===== src/rtl/pwm_ramp_ctrl_pkg.sv =====
// rtl/pwm_ramp_ctrl_pkg.sv - shared state encoding and width helper for the duty ramp sequencer
package pwm_ramp_ctrl_pkg;

  typedef enum logic {
    ST_IDLE = 1'b0,
    ST_SCAN = 1'b1
  } state_e;

  // Channel index width; a single channel still gets a 1-bit index.
  function automatic int ch_width(input int n);
    return (n > 1) ? $clog2(n) : 1;
  endfunction

endpackage


===== src/rtl/pwm_slew_step.sv =====
// rtl/pwm_slew_step.sv - one slew step: move cur toward tgt by at most STEP, saturating at tgt
module pwm_slew_step #(
  parameter int DW        = 16,
  parameter int STEP      = 256,
  parameter int CLK_TICKS = 65536
) (
  input  logic [DW-1:0] cur_i,
  input  logic [DW-1:0] tgt_i,
  output logic [DW-1:0] nxt_o
);

  localparam bit            JUMP   = (STEP == 0) || (STEP >= CLK_TICKS);
  localparam logic [DW-1:0] STEP_D = DW'(STEP);

  logic [DW:0] cur_x;
  logic [DW:0] tgt_x;

  assign cur_x = {1'b0, cur_i};
  assign tgt_x = {1'b0, tgt_i};

  // Distance is compared against STEP before adding/subtracting, so the result never wraps.
  always_comb begin
    nxt_o = cur_i;
    if (JUMP) begin
      nxt_o = tgt_i;
    end else if (cur_x < tgt_x) begin
      nxt_o = ((tgt_x - cur_x) > {1'b0, STEP_D}) ? (cur_i + STEP_D) : tgt_i;
    end else if (cur_x > tgt_x) begin
      nxt_o = ((cur_x - tgt_x) > {1'b0, STEP_D}) ? (cur_i - STEP_D) : tgt_i;
    end
  end

endmodule


===== src/rtl/pwm_ramp_ctrl.sv =====
// rtl/pwm_ramp_ctrl.sv - multi-channel duty sequencer slewing live duty toward target once per period
module pwm_ramp_ctrl
  import pwm_ramp_ctrl_pkg::*;
#(
  parameter int  CLK_TICKS = 65536,
  parameter int  NCH       = 4,
  parameter int  STEP      = 256,
  localparam int DW        = $clog2(CLK_TICKS),
  localparam int CW        = ch_width(NCH)
) (
  input  logic              clk,
  input  logic              rst,
  input  logic              period_tick,
  input  logic              wr_valid,
  output logic              wr_ready,
  input  logic [CW-1:0]     wr_ch,
  input  logic [DW-1:0]     wr_duty,
  input  logic              wr_imm,
  output logic [NCH*DW-1:0] duty_out,
  output logic [NCH-1:0]    settled,
  output logic              busy,
  output logic              overrun
);

  state_e        state_q, state_d;
  logic [CW-1:0] idx_q, idx_d;
  logic          overrun_q, overrun_d;
  logic [DW-1:0] tgt_q [NCH];
  logic [DW-1:0] tgt_d [NCH];
  logic [DW-1:0] cur_q [NCH];
  logic [DW-1:0] cur_d [NCH];
  logic [DW-1:0] sel_cur, sel_tgt, slew_nxt;
  logic          last_idx, wr_fire;

  assign last_idx = (idx_q == CW'(NCH - 1));
  assign wr_fire  = wr_valid && (state_q == ST_IDLE);

  always_comb begin
    state_d   = state_q;
    idx_d     = idx_q;
    overrun_d = overrun_q;
    if (state_q == ST_IDLE) begin
      if (period_tick) begin
        state_d = ST_SCAN;
        idx_d   = '0;
      end
    end else begin
      // A tick during a scan is not queued; it is only flagged.
      if (period_tick) overrun_d = 1'b1;
      if (last_idx) begin
        state_d = ST_IDLE;
        idx_d   = '0;
      end else begin
        idx_d = idx_q + 1'b1;
      end
    end
  end

  always_comb begin
    sel_cur = '0;
    sel_tgt = '0;
    for (int k = 0; k < NCH; k++) begin
      if (idx_q == CW'(k)) begin
        sel_cur = cur_q[k];
        sel_tgt = tgt_q[k];
      end
    end
  end

  pwm_slew_step #(
    .DW        (DW),
    .STEP      (STEP),
    .CLK_TICKS (CLK_TICKS)
  ) u_slew (
    .cur_i (sel_cur),
    .tgt_i (sel_tgt),
    .nxt_o (slew_nxt)
  );

  // Writes only land in IDLE and the slew only in SCAN, so the two never collide on a channel.
  // Out-of-range channel indices match no k and are silently dropped.
  always_comb begin
    cur_d = cur_q;
    tgt_d = tgt_q;
    for (int k = 0; k < NCH; k++) begin
      if ((state_q == ST_SCAN) && (idx_q == CW'(k))) cur_d[k] = slew_nxt;
      if (wr_fire && (wr_ch == CW'(k))) begin
        tgt_d[k] = wr_duty;
        if (wr_imm) cur_d[k] = wr_duty;
      end
    end
  end

  always_ff @(posedge clk) begin
    if (!rst) begin
      state_q   <= ST_IDLE;
      idx_q     <= '0;
      overrun_q <= 1'b0;
      for (int k = 0; k < NCH; k++) begin
        tgt_q[k] <= '0;
        cur_q[k] <= '0;
      end
    end else begin
      state_q   <= state_d;
      idx_q     <= idx_d;
      overrun_q <= overrun_d;
      tgt_q     <= tgt_d;
      cur_q     <= cur_d;
    end
  end

  assign wr_ready = (state_q == ST_IDLE);
  assign busy     = (state_q == ST_SCAN);
  assign overrun  = overrun_q;

  always_comb begin
    duty_out = '0;
    settled  = '0;
    for (int k = 0; k < NCH; k++) begin
      duty_out[k*DW +: DW] = cur_q[k];
      settled[k]           = (cur_q[k] == tgt_q[k]);
    end
  end

endmodule


===== config.mk =====
export PLATFORM = sky130hd
export DESIGN_NAME = pwm_ramp_ctrl
export DESIGN_NICKNAME = d
export VERILOG_FILES = /design/src/rtl/pwm_ramp_ctrl_pkg.sv /design/src/rtl/pwm_slew_step.sv /design/src/rtl/pwm_ramp_ctrl.sv
export SDC_FILE = /design/constraint.sdc
export NUM_CORES = 1
export LEC_CHECK = 0
export CAP_MARGIN = 30
export CORE_UTILIZATION = 50
export CTS_BUF_LIST = sky130_fd_sc_hd__clkbuf_16
export DETAILED_ROUTE_END_ITERATION = 8
export HOLD_SLACK_MARGIN = 0.08
export PLACE_DENSITY = 0.68
export REMOVE_ABC_BUFFERS = 1
export SYNTH_ARGS = -nofsm -noshare
export SYNTH_HDL_FRONTEND = slang
export SYNTH_HIERARCHICAL = 1
export SYNTH_SLANG_ARGS = --single-unit

===== constraint.sdc =====
create_clock -name clk -period 14.75 [get_ports clk]
set_input_delay 2.95 -clock clk [delete_from_list [all_inputs] [get_ports clk]]
set_output_delay 2.95 -clock clk [all_outputs]
set_load 0.01 [all_outputs]

# ---- Yosys cells after proc, flatten, opt, wreduce, memory -nomap -nowiden
# Cells that the tools add are included.
dict set report classes {
  addsub 5
  eq_ne 10
  muxes 30
  bitwise 1
  reduce_logical 13
  n_lt_le_gt_ge 4
}
# operator count
set op_table {}
lappend op_table {{16-bit 2-to-1 mux} 24}
lappend op_table {{16-bit equality test} 4}
lappend op_table {{17-bit by 9-bit > comparator with 1-bit output, second input constant} 2}
lappend op_table {{16-bit by 16-bit subtractor with 17-bit output} 2}
lappend op_table {{16-bit by 9-bit adder with 16-bit output, second input constant} 1}
lappend op_table {{16-bit > comparator} 1}
lappend op_table {{16-bit < comparator} 1}
lappend op_table {{16-bit by 9-bit subtractor with 16-bit output, second input constant} 1}
lappend op_table {{1-bit logical AND} 9}
lappend op_table {{2-bit equality test, second input constant} 4}
lappend op_table {{2-bit 2-to-1 mux} 3}
lappend op_table {{2-bit by 1-bit equality test with 1-bit output, second input constant} 2}
lappend op_table {{2-bit zero test} 2}
lappend op_table {{1-bit 2-to-1 mux} 3}
lappend op_table {{2-bit by 1-bit adder with 2-bit output, second input constant} 1}
lappend op_table {{2-bit AND reduction} 1}
lappend op_table {{2-bit nonzero test} 1}
lappend op_table {{1-bit NOT} 1}
dict set report totals {
  ff_bits 132
  inputBits 23
  word_cells 74
  out_inout_bits 71
}

# ---- Longest topological paths before layout
# Gate-level depths: netlist (run 1).
dict set report logic_depth {
  word_depth 13
  mapped_depth 23
  depth_no_buf 19
}

# ---- Modules after synthesis
# The synthesis (run 1) kept the hierarchy.
# module seq_area_each_um2 instances area_per_inst_um2 cells_each
set by_module_without_submodules {}
lappend by_module_without_submodules {pwm_ramp_ctrl 2642.5 1 7180.6 876}
lappend by_module_without_submodules {pwm_slew_step 0.0 1 2521.2 361}

# ---- Worst setup path before layout (run 1)
# No wires, ideal clock.
dict set report synth_path {
  path_kind {register to register}
  startpoint {reg idx_q[0]}
  endpoint {reg cur_q (netlist bit duty_out[0])}
  synth_period_minus_slack_ps 4670
  stages_incl_launch_ff 23
  arrival_time_ps 4601
  setup_time_ps 70
  path_slack_ps 10080
  t_required_ps 14680
  path_buffers 4
  path_cell_list {dfxtp_1 inv_1 ha_1 buf_2 nor2b_1 buf_2 buf_2 a221oi_1 o31ai_1 inv_1 ha_1 clkbuf_1 a21oi_1 o21ai_0 a211oi_1 a21oi_1 o311a_1 o21ai_1 nand4_4 o22ai_4 mux2i_1 mux2i_1 a21oi_1}
}
dict set report synth_between {
  elab_chain_cells 13
  word_cells_on_any_way 28
  cone_classes {add/sub: 4; order compare: 4; eq/ne: 3; mux: 15; reduce/logical: 2}
}
# item line
set synth_rtl {}
lappend synth_rtl {{from (decl)} pwm_ramp_ctrl.sv:26} ;# logic [CW-1:0] idx_q, idx_d;
lappend synth_rtl {{from (signal assigned)} pwm_ramp_ctrl.sv:105} ;# idx_q <= idx_d;
lappend synth_rtl {{2-bit zero test} pwm_ramp_ctrl.sv:63} ;# if (idx_q == CW'(k)) begin
lappend synth_rtl {{16-bit 2-to-1 mux (3 in series)} pwm_ramp_ctrl.sv:63}
lappend synth_rtl {{16-bit 2-to-1 mux (*)} pwm_ramp_ctrl.sv:63}
lappend synth_rtl {{named net sel_cur[14]} pwm_ramp_ctrl.sv:32} ;# logic [DW-1:0] sel_cur, sel_tgt, slew_nxt;
lappend synth_rtl {{16-bit by 16-bit subtractor with 17-bit output} pwm_slew_step.sv:29} ;# nxt_o = ((cur_x - tgt_x) > {1'b0, STEP_D}) ? (cur_i - STEP_D) : tgt_i;
lappend synth_rtl {{17-bit by 9-bit > comparator with 1-bit output} pwm_slew_step.sv:29}
lappend synth_rtl {{16-bit 2-to-1 mux} pwm_slew_step.sv:29}
lappend synth_rtl {{16-bit 2-to-1 mux} pwm_slew_step.sv:28} ;# end else if (cur_x > tgt_x) begin
lappend synth_rtl {{16-bit 2-to-1 mux (*)} pwm_slew_step.sv:26} ;# end else if (cur_x < tgt_x) begin
lappend synth_rtl {{named net slew_nxt[0]} pwm_ramp_ctrl.sv:32}
lappend synth_rtl {{16-bit 2-to-1 mux (*)} pwm_ramp_ctrl.sv:86} ;# if ((state_q == ST_SCAN) && (idx_q == CW'(k))) cur_d[k] = slew_nxt;
lappend synth_rtl {{16-bit 2-to-1 mux} pwm_ramp_ctrl.sv:89} ;# if (wr_imm) cur_d[k] = wr_duty;
lappend synth_rtl {{16-bit 2-to-1 mux (*)} pwm_ramp_ctrl.sv:87} ;# if (wr_fire && (wr_ch == CW'(k))) begin
lappend synth_rtl {{to (signal assigned)} pwm_ramp_ctrl.sv:108} ;# cur_q <= cur_d;
lappend synth_rtl {{to (decl)} pwm_ramp_ctrl.sv:30} ;# logic [DW-1:0] cur_q [NCH];
# Mark *: on every way through the listed nets, which the timed path passes. The rest lies on a longest branch.
# A chain may end at the register's enable or synchronous reset.

# ---- Final worst setup path (run 1)
dict set report layout_path {
  startpoint {reg idx_q[1]}
  endpoint {reg cur_q (netlist bit duty_out[3])}
}
# The elaborated chain is that of the path after synthesis.

==> flow_summary.ini, run 1 <==
[global_route]
grt_pass1_vias = 8869
grt_remaining_overflow = 0
antenna_found_initial = 0
track_usage_pct = 34.2
grt_first_pass_wirelength_um = 51900
grt_start_max_net_pins = 71

[route]
ant_nets = 0
wl_per_cell_um = 21.8
drc_errors = 0
drtPass1Iterations = 5
dr.first_iter.drc_count = 925
wl_um = 33800
dr_total_vias = 9638
routed_via_density = 6.21

[finish]
antenna_cells = 0
layout_commonest_cell = nand2_1
finalNetCount = 1340
drive_gt1_share_pct = 5.58
final_core_util_pct = 60.2
area_growth_pct = 16.9
final_cell_mix = 189 x nand2_1, 132 x dfxtp_1, 122 x a21oi_1
n_fill_cell = 1714

[sta]
fin_tns_setup_ns = 0
clock_skew_ns = 0.0126
fmax_mhz = 152
worst_pin_slew_ns = 1.11
rsz0062_at_grt = false
maxSlewViolCount = 0
hold_viol_final = 0
finalCriticalPeriod_ns = 6.58
slew-limit-headroom_pct = 26.0
setup_viol = 0
finalCritPeriodShare_pct = 44.6

[synthesis]
synth_top_area_share_pct = 27.2
syn-cell-area_um2 = 9700
syn_inst = 1237
syn_area_per_cell_um2 = 7.84
yosysSeqAreaShare_pct = 27.2
ys_top_cells_by_area = dfxtp_1 27%, mux2i_1 8.2%, nand2_1 7.3%
synth-edff-count = 0
synthArstFlopShare_pct = 0
synth_top_area_cell = dfxtp_1
synth.distinct_cells = 70
yosysWarnings = 6
synthFlopType = dfxtp_1
synth_seq_cells = 132

[setup_path]
arrival_ns = 6.94
crit_slowest_cell = o31ai_1
critPathCaptureType = flip-flop
start_kind = flip-flop
worstRegToRegCells = 20
critPathKind = flip-flop to flip-flop
crit_top_cell = a21oi_1
endpoint = duty_out[3]
rr_endpoint = duty_out[3]
crit_required_ns = 15.11
crit_chain = inv_1, ha_2, buf_4, nor2b_1, buf_4, a221oi_1, o31ai_1, inv_1, ha_1, a21oi_1, o21ai_0, a211oi_1, a21oi_1, o311a_1, o21ai_1, nand4_4, o22ai_4, mux2i_1, mux2i_1, a21oi_1
startpoint = idx_q[1]
rrSetupSlack_ns = 8.17
slowest_delay_ns = 0.88
r2r_start = idx_q[1]
crit_fanout = 48

[outcome]
status = finished clean

[die]
row_count = 50
fp.dieH_um = 141
io_pins = 94
initial_utilization_pct = 51.5
dieArea_um2 = 20000
chipWidth_um = 141
design.core.area_um2 = 18800

[clock_network]
post-cts-setup-buffers = 0
cts_buffer_depth = 2
root_buffer = clkbuf_16
ctsResizeCount = 0
h-tree-depth = 4
tritoncts = done
clk_transition_reported_paths_ns = 0.06
cts_made_buffers = 17
cts_sinks = 132
cts_hold_buf = 0
clk_latency_ns = 0.43

[placed_design]
dp.final_hpwl_um = 22800
portBuffers = 93
routabilityCongestion = 0.979

[worst_hold_path]
min-delay-path-class = flip-flop to flip-flop
min_path_cells = 2

[power_and_ir_drop]
power_leakage_nw = 4.28
power_density_nw_per_um2 = 135
ir_drop_mv = 0.0755

[flow_run]
maxCapViolCount = 0
-- metrics by stage --
stage | hold slack (ns) | total power [W] | area, um2 | instances | setup slack (ns)
floorplan | 0.460 | 0.000846 | 9300 | 1150 | 9.37
global placement | 0.467 | 0.00104 | 10700 | 1517 | 8.45
detailed placement | 0.475 | 0.00105 | 10700 | 1519 | 8.37
CTS | 0.483 | 0.00151 | 11300 | 1551 | 8.34
global route | 0.508 | 0.00159 | 11300 | 1551 | 7.70
finish | 0.483 | 0.00153 | 11300 | 1551 | 8.17
-- registers in the layout, summed over array words and instances (netlist names) --
name      cells
duty_out     64
idx_q         2
busy          1
overrun       1
tgt_q        64
-- cell usage after synthesis (4+ instances only) --
library cell	number
o211ai_1	9
nor4_1	6
o21a_1	5
xor2_1	8
nor2b_1	31
a41o_1	4
a22o_1	16
a21o_1	9
clkbuf_1	54
o21ai_1	19
a211oi_1	6
nor3_1	11
ha_1	38
buf_2	24
a21boi_1	4
mux2i_1	79
a21oi_1	122
o31ai_1	20
xnor2_1	78
a21boi_0	62
or3_1	6
o21bai_1	4
nand3_1	11
a221oi_1	21
o21ai_0	76
dfxtp_1	132
a31oi_1	4
buf_6	4
o2111ai_1	6
nor2_1	11
nand2b_1	19
nand2_2	5
nand4_1	28
and2_1	7
inv_1	55
nand2_1	189
-- metal layers --
layer / vias to the layer above / wire length, um / GRT usage (%)
met5: - / 0 / 0
li1: 4496 / - / -
met3: 69 / 3410 / 5.53
met4: 0 / 841 / 11.9
met2: 547 / 15300 / 53.5
met1: 4526 / 14200 / 47.5
-- where the power goes --
part / switching [W] / total (W) / internal [W]
sequential: 0.0000261 / 0.000401 / 0.000375
clock: 0.000167 / 0.000465 / 0.000298
combinational: 0.000404 / 0.000664 / 0.000260
-- logic make-up after synthesis --
logic type	Yosys count	synth area share [%]
AOI/OAI and AO/OA	414	27.8
and+or+nand+nor	343	17.4
buffers and inverters	142	6.23
DFF	132	27.2
xor gates and xnor gates	86	7.76
muxes	81	8.38
adders and majority gates	39	5.11
-- how the worst min path moves through the flow --
stage	slack, ns	startpoint	end
after floorplan	0.46	tgt_q[54]	tgt_q[54]
after global placement	0.47	tgt_q[57]	tgt_q[57]
after detailed placement	0.48	tgt_q[57]	tgt_q[57]
after CTS	0.48	tgt_q[57]	tgt_q[57]
after global routing	0.51	tgt_q[63]	tgt_q[63]
final	0.48	tgt_q[57]	tgt_q[57]
-- layout make-up --
cell class / instances / area, um2 / area share [%]
clock buffer: 17 / 425 / 3.75
tap: 260 / 325 / 2.87
timing repair buffer: 109 / 1070 / 9.40
clock inverter: 15 / 214 / 1.89
inverter: 55 / 206 / 1.82
multi-input combinational: 963 / 6460 / 57.0
sequential: 132 / 2640 / 23.3
-- worst max-delay path, delay by kind of cell (launching register included) --
kind	cells	cell delay [ns]
fa+ha+maj	2	0.68
mux	2	0.63
flops	1	0.37
buf+inv	4	0.86
simple gates	2	0.94
compound gates	10	3.00
(Power assumes the default switching activity.)
==> run 2: changes to the inputs <==
==> constraint.sdc (replaced) <==
create_clock -name clk -period 6.7 [get_ports clk]
set_input_delay 1.34 -clock clk [delete_from_list [all_inputs] [get_ports clk]]
set_output_delay 1.34 -clock clk [all_outputs]
set_load 0.01 [all_outputs]
==> run 2 against run 1 <==
Effect of this change: die area stayed put; via count down 0.24%; clock skew about the same; wire length increased by 0.49%; combinational power is 120% higher; sequential power up 120%; setup slack worse by 7.4 ns; non-clock buffer count grew 10; critical path type unchanged.
==> flow_summary.ini, run 2 (synthesis results as in run 1) <==
[route]
dr.first_iter.drc_count = 889
dr_total_vias = 9615
ant_nets = 0
drc_errors = 0
drtPass1Iterations = 5
wl_per_cell_um = 21.7
routed_via_density = 6.16
wl_um = 33900

[clock_network]
ctsResizeCount = 0
clk_latency_ns = 0.43
h-tree-depth = 4
clk_transition_reported_paths_ns = 0.06
post-cts-setup-buffers = 0
cts_made_buffers = 17
tritoncts = done
root_buffer = clkbuf_16
cts_hold_buf = 0
cts_buffer_depth = 2
cts_sinks = 132

[finish]
final_cell_mix = 189 x nand2_1, 132 x dfxtp_1, 122 x a21oi_1
area_growth_pct = 17.5
stdcell_count = 1561
antenna_cells = 0
final_core_util_pct = 60.5
drive_gt1_share_pct = 6.23
finalNetCount = 1350
layout_commonest_cell = nand2_1

[sta]
finalCriticalPeriod_ns = 5.96
layout_setup_ws_ns = 0.741
fmax_mhz = 168
finalCritPeriodShare_pct = 88.9
worst_pin_slew_ns = 1.10
setup_viol = 0
maxSlewViolCount = 0
fin_tns_setup_ns = 0
hold_viol_final = 0
rsz0062_at_grt = false
clock_skew_ns = 0.0125
slew-limit-headroom_pct = 26.5

[worst_hold_path]
hp-start = tgt_q[54]
min-delay-path-class = flip-flop to flip-flop

[global_route]
grt_remaining_overflow = 0
grt_first_pass_wirelength_um = 51500
track_usage_pct = 34.1
grt_start_max_net_pins = 98
grt_pass1_vias = 8705
antenna_found_initial = 0

[placed_design]
routabilityCongestion = 0.945
dp.final_hpwl_um = 22800
dp_cells = 1528
dp_slack_ns = 0.901
portBuffers = 93

[power_and_ir_drop]
seqPwrFrac_pct = 26.4
p_clk_share_pct = 29.4
ir_drop_mv = 0.170
power_frac_comb_pct = 44.2
p_sw_share_pct = 39.4
power_leakage_nw = 4.33
p_sw_w = 0.00132
p_int_w = 0.00203
power_density_nw_per_um2 = 294

[setup_path]
start_kind = flip-flop
arrival_ns = 6.29
critPathCaptureType = flip-flop
slowest_delay_ns = 0.71
critPathKind = flip-flop to flip-flop
crit_required_ns = 7.03
startpoint = idx_q[0]
crit_fanout = 39
crit_slowest_cell = ha_2
r2r_start = idx_q[0]
crit_chain = inv_1, ha_2, buf_4, a221oi_1, o31ai_1, ha_1, a21o_1, a31o_1, a31o_1, or2_1, o311a_1, o21ai_1, nand4_4, o22ai_4, mux2i_1, mux2i_1, a21oi_1
rrSetupSlack_ns = 0.74

[outcome]
status = finished clean

[die]
initial_utilization_pct = 51.5
io_pins = 94
design.core.area_um2 = 18800
fp.dieH_um = 141
chipWidth_um = 141
row_count = 50
dieArea_um2 = 20000

[flow_run]
maxCapViolCount = 0
-- run 2: layout make-up --
class                           count  area [um2]
Fill cell                        1752        7430
Multi-Input combinational cell    963        6460
Sequential cell                   132        2640
Timing Repair Buffer              119        1140
Clock buffer                       17         425
Tap cell                          260         325
Inverter                           55         206
Clock inverter                     15         190
-- run 2: metal layers --
layer  vias to the layer above  track usage (%)  routed length [um]
met5                         -                0                   0
met4                         0             12.7                1020
met3                        73             5.50                3320
met2                       509             53.4               15200
met1                      4525             47.1               14400
li1                       4508                -                   -
-- run 2: worst max-delay path, delay by kind of cell, from the launching register on --
family	cells	cell delay, ns
compound gates	9	2.67
fa+ha+maj	2	1.19
buf+inv	2	0.48
flops	1	0.34
mux	2	0.60
simple gates	2	0.55
-- run 2: power by group through the flow --
stage | Clock, W | Sequential, W | Combinational, W
floorplan | 0 | 0.000893 | 0.000968
global placement | 0 | 0.000900 | 0.00143
detailed placement | 0 | 0.000900 | 0.00143
CTS | 0.000982 | 0.000883 | 0.00143
global route | 0.00102 | 0.000889 | 0.00157
finish | 0.000983 | 0.000885 | 0.00148
-- run 2: final timing paths --
| path | end | cells past startpoint |
|---|---|---|
| min reg2reg | tgt_q[54] | 2 |
| min | tgt_q[54] | 2 |
| max reg2reg | duty_out[51] | 17 |
| max | duty_out[51] | 17 |
-- run 2: metrics by stage --
stage	power (W)	area (um2)	hold WS (ns)
2_1_floorplan	0.00186	9300	0.460
6_report	0.00335	11400	0.482
3_5_place_dp	0.00233	10800	0.473
5_1_grt	0.00349	11400	0.495
4_1_cts	0.00330	11400	0.480
3_3_place_gp	0.00232	10800	0.472
==> run 3: changes to the inputs <==
--- a/config.mk
+++ b/config.mk
@@ -5,13 +5,15 @@
 export SDC_FILE = /design/constraint.sdc
 export NUM_CORES = 1
 export LEC_CHECK = 0
+export ABC_CLOCK_PERIOD_IN_PS = 6700
 export CAP_MARGIN = 30
 export CORE_UTILIZATION = 50
 export CTS_BUF_LIST = sky130_fd_sc_hd__clkbuf_16
 export DETAILED_ROUTE_END_ITERATION = 8
-export HOLD_SLACK_MARGIN = 0.08
+export HOLD_SLACK_MARGIN = 0.06
 export PLACE_DENSITY = 0.68
 export REMOVE_ABC_BUFFERS = 1
+export SKIP_CTS_REPAIR_TIMING = 1
 export SYNTH_ARGS = -nofsm -noshare
 export SYNTH_HDL_FRONTEND = slang
 export SYNTH_HIERARCHICAL = 1
==> results of run 3 <==
The final DEF is identical to that of run 2; final timing and power are the same.
